**config.mk**
```make
export PLATFORM = sky130hd
export DESIGN_NAME = f_pc_ctrl
export DESIGN_NICKNAME = d
export VERILOG_FILES = /design/src/rtl/p6_pkg.sv /design/src/rtl/f_pc_ctrl.sv
export SDC_FILE = /design/constraint.sdc
export NUM_CORES = 1
export LEC_CHECK = 0
export BUFFER_PORTS_ARGS = -buffer_cell sky130_fd_sc_hd__buf_2
export CAP_MARGIN = 15
export CORE_MARGIN = 5
export CORE_UTILIZATION = 25
export DETAILED_ROUTE_END_ITERATION = 6
export PLACE_DENSITY = 0.51
export SLEW_MARGIN = 5
export SYNTH_ARGS = -nofsm -noshare
export SYNTH_HDL_FRONTEND = slang
export SYNTH_SLANG_ARGS = --single-unit
```
**constraint.sdc**
```tcl
create_clock -name clk -period 2.7 [get_ports clk]
set_clock_uncertainty 0.2 [all_clocks]
set_input_delay 0.135 -clock clk [delete_from_list [all_inputs] [get_ports clk]]
set_output_delay 0.135 -clock clk [all_outputs]
set_load 0.02 [all_outputs]
```
**src/rtl/p6_pkg.sv**
```systemverilog
// p6_pkg: shared P6 pipeline types and fetch-address constants.
package p6_pkg;
  typedef enum logic [1:0] {S_IDLE, S_FETCH, S_HOLD} state_t;
  localparam logic [31:0] NOP_INSTR = 32'h0;
  localparam logic [31:0] DEFAULT_RESET_PC = 32'h0000_3000;
  localparam logic [31:0] DEFAULT_IM_BASE = 32'h0000_3000;
  localparam logic [31:0] DEFAULT_IM_END = 32'h0000_6FFF;
endpackage

```
**src/rtl/f_pc_ctrl.sv**
```systemverilog
// f_pc_ctrl: F-stage PC sequencer with delay-slot-ordered redirects and IM handshake.
// Define F_PC_ADDR_CHECK_EN to turn illegal fetch addresses into F_exc_adel nops.
module f_pc_ctrl
  import p6_pkg::*;
#(
  parameter logic [31:0] RESET_PC = DEFAULT_RESET_PC,
  parameter logic [31:0] IM_BASE = DEFAULT_IM_BASE,
  parameter logic [31:0] IM_END = DEFAULT_IM_END
) (
  input  logic        clk,
  input  logic        reset,
  input  logic        stall,
  input  logic        br_take,
  input  logic [31:0] br_target,
  output logic        im_req,
  output logic [31:0] im_addr,
  input  logic        im_ready,
  input  logic [31:0] im_rdata,
  output logic [31:0] F_PC,
  output logic [31:0] F_instr,
  output logic        F_valid,
  output logic        F_exc_adel
);
  state_t state;
  logic [31:0] pc, hold, pend;
  logic pend_v, fetch, held, bad, accept;
`ifdef F_PC_ADDR_CHECK_EN
  assign bad = (pc[1:0] != 2'b00) || (pc < IM_BASE) || (pc > IM_END);
`else
  logic unused_cfg;
  assign unused_cfg = ^{IM_BASE, IM_END};
  assign bad = 1'b0;
`endif
  assign fetch = state == S_FETCH;
  assign held = state == S_HOLD;
  assign im_req = fetch & ~bad;
  assign im_addr = pc;
  assign F_PC = pc;
  assign F_valid = held | (fetch & (bad | im_ready));
  assign F_instr = held ? hold : (fetch & im_ready & ~bad) ? im_rdata : NOP_INSTR;
  assign F_exc_adel = (fetch | held) & bad;
  assign accept = F_valid & ~stall;
  // A redirect seen while the delay slot is still in F is parked until that slot is accepted.
  always_ff @(posedge clk or negedge reset) begin
    if (!reset) begin
      state <= S_IDLE;
      pc <= RESET_PC;
      hold <= '0;
      pend <= '0;
      pend_v <= 1'b0;
    end else begin
      state <= (state == S_IDLE) ? S_FETCH : (F_valid & stall) ? S_HOLD : S_FETCH;
      if (fetch & F_valid & stall) hold <= F_instr;
      if (accept) begin
        pc <= br_take ? br_target : pend_v ? pend : pc + 32'd4;
        pend_v <= 1'b0;
      end else if (br_take) begin
        pend <= br_target;
        pend_v <= 1'b1;
      end
    end
  end
endmodule
```
==> qor.yml <==
floorplan:
  die_w_um: 155.9
  initial_utilization: 0.2531
  die_area_mm2: 0.02430
  die_y_um: 155.9
  core_mm2: 0.02102
  row_count: 53
  num_io_pins: 168
synth:
  synth_area_mm2: 0.005321
  synth_cell_types: 52
  ys_top_cells_by_area: "dfrtp_1 46%, mux2_2 14%, a22o_1 6.9%, buf_4 4.8%, o21ai_0 3.3%"
  yosysWarnings: 0
  synth-seq-area-share: 0.4660
  syn_inst: 499
  synth_seq_cells: 99
  synth_top_area_cell: "dfrtp_1"
  synth_most_common_cell: "dfrtp_1"
  synthTopCellsByCount: "97 x dfrtp_1, 65 x mux2_2, 42 x a22o_1"
  synthFlopType: "dfrtp_1"
  netlist.area_leader.share: 0.4561
  syn_area_per_cell_um2: 10.66
  synth_enable_flop_cells: 0
  ys_async_sr_fraction: 1.000
  synth_fp_nets: 569
grt:
  grt_pass1_vias: 4478
  grtUsageTotal: 0.1339
  antenna_found_initial: 1
  grt_max_degree: 50
  grt_pass1_wl_um: 25990
  gr-total-overflow: 0
run_status:
  status: "finished clean"
timing:
  setup_viol: 0
  tns_ns: 0
  worst_slew_pin_slew_ns: 0.6840
  min_period_ns: 2.335
  fin_crit_sh: 0.8648
  slew_viol_final: 0
  hold_viol_final: 0
  fin_ws_ns: 0.3649
  max_clock_freq_mhz: 428.3
  rsz0062_at_grt: "no"
  slew_headroom: 0.5440
critical_path:
  crit_arrival_ns: 2.38
  timing.critical_path.buf_inv: 0
  cpMaxStageDelayCell: "dfstp_2"
  critPathRequiredTime_ns: 2.75
  ff2ff_setup_slack_ns: 0.36
  worst-setup-path-type: "flop to flop"
  cpPeakStageDelay_ns: 0.61
  reg2reg_from: "F_PC[13]"
  cp-start-kind: "flop"
  r2r_cells: 5
  crit_fanout: 8
  regToRegEndpoint: "F_PC[30]"
  critPathCaptureType: "flop"
  worstPathCellList: "nand4_1 > nor2_2 > nand4_2 > nor4_1 > mux2_2"
  crit_family: "simple AND/OR/NAND/NOR gates"
drt:
  vias_per_cell: 4.715
  wl_per_cell_um: 17.02
  drc: 0
  first_pass_iters: 5
  drtIter0Drc: 312
  routed_wl_um: 16550
  num_vias: 4583
  ant_nets: 0
clocking:
  cts_tree: "done"
  clk_pin_slew_ns: 0.08
  clock_sinks: 99
  clk_path_buf_depth: 2
  cts_made_buffers: 9
  htreeDepth: 3
  cts_resized: 0
  cts_root_buf: "clkbuf_16"
  clock_latency_ns: 0.36
placed_design:
  portBuffers: 166
  pre_cts_ws_ns: 0.3638
  dp_hpwl_um: 11700
  place_congestion: 0.7275
  place_inst: 889
worst_hold_path:
  holdPathStages: 2
  hold_path.class: "primary input to flop"
  worstHoldStart: "br_take"
  hold-path-endpoint: "F_PC[1]"
layout:
  final_layout_size_suffix_gt1_frac: 0.3980
  layoutNonFillerInstCount: 972
  syn2layout_area_growth_pct: 35.48
  finalNetCount: 761
  fillers: 2152
power_and_ir_drop:
  power.density_mw_per_mm2: 698.2
  ir_drop_uv: 334.5
  p_leak_nw: 3.281
job:
  cap_violations: 0
[layout make-up]
cell class	count	area, um^2	share of cell area
diodes	1	2.502	0.0003471
clock buffers	10	239.0	0.03315
clock inverters	6	52.55	0.007289
inverters	5	18.77	0.002603
multi-input cells	325	2411	0.3344
flip-flops and latches	99	2480	0.3440
well taps	275	344.1	0.04773
repair buffers	251	1662	0.2305
[sequential cells by signal, summed over array words and instances, names as in the netlist]
register,cells
F_PC,32
hold,32
pend,32
pend_v,1
state,2
[stage by stage]
step / hold WS (ns) / power (mW) / cell area [um^2] / util
floorplan: -0.3606 / 3.220 / 5321 / -
global placement: 0.03236 / 3.696 / 6255 / 0.2975
detailed placement: 0.03345 / 3.704 / 6255 / 0.2975
CTS: 0.03680 / 5.111 / 7207 / 0.3428
global route: 0.06399 / 5.334 / 7209 / 0.3430
finish: 0.05112 / 5.034 / 7209 / 0.3430
[placed cells by master (no fill, tap or decap), types with 18 or more instances in the layout]
master | synthesis | final
dlygate4sd3_1 | 0 | 66
o21ai_0 | 35 | 35
a21oi_1 | 18 | 18
a22oi_1 | 18 | 18
a22o_1 | 42 | 42
mux2_2 | 65 | 65
buf_4 | 34 | 18
dfrtp_1 | 97 | 97
buf_2 | 13 | 165
nor2_1 | 21 | 21
nand2_1 | 26 | 26
[power breakdown]
part	internal, mW	leakage [nW]	switching, mW
Clock	0.668	0.138	0.636
Sequential	1.80	1.18	0.328
Combinational	0.665	1.96	0.937
Total	3.13	3.28	1.90
[layer usage]
metal	GRT usage	wire (um)	up-vias
met4	0.03793	206	0
met3	0.03828	1364	13
met2	0.2100	7677	148
met1	0.1808	7296	2185
li1	-	-	2237
met5	0	0	-
[repair_timing]
item                                   in CTS  in global routing
buffers inserted                            0                  0
hold buffers                               66                  0
setup endpoints to repair                   0                  0
endpoints found under the hold margin     134                  0
[worst max path at each step]
stage,from,end,slack (ns),depth (start not counted)
2_1_floorplan,F_PC[2],F_PC[30],0.41,6
3_3_place_gp,F_PC[2],F_PC[30],0.42,6
3_5_place_dp,F_PC[13],F_PC[30],0.36,5
4_1_cts,F_PC[13],F_PC[30],0.36,5
5_1_grt,F_PC[13],F_PC[30],0.17,5
6_report,F_PC[13],F_PC[30],0.36,5
[kinds of logic (layout without fill, tap and decap cells)]
kind of cell / after synthesis / count (layout) / synth area share
flip-flops: 99 / 99 / 0.4660
multiplexers: 67 / 67 / 0.1413
AO/OA/AOI/OAI: 155 / 155 / 0.2090
other: 1 / 2 / 0.0007047
adder cells (fa/ha/maj): 1 / 1 / 0.002351
AND/OR/NAND/NOR: 101 / 101 / 0.09922
buffers and inverters: 75 / 272 / 0.08135
Note: power is estimated with default switching activity, not from simulation.
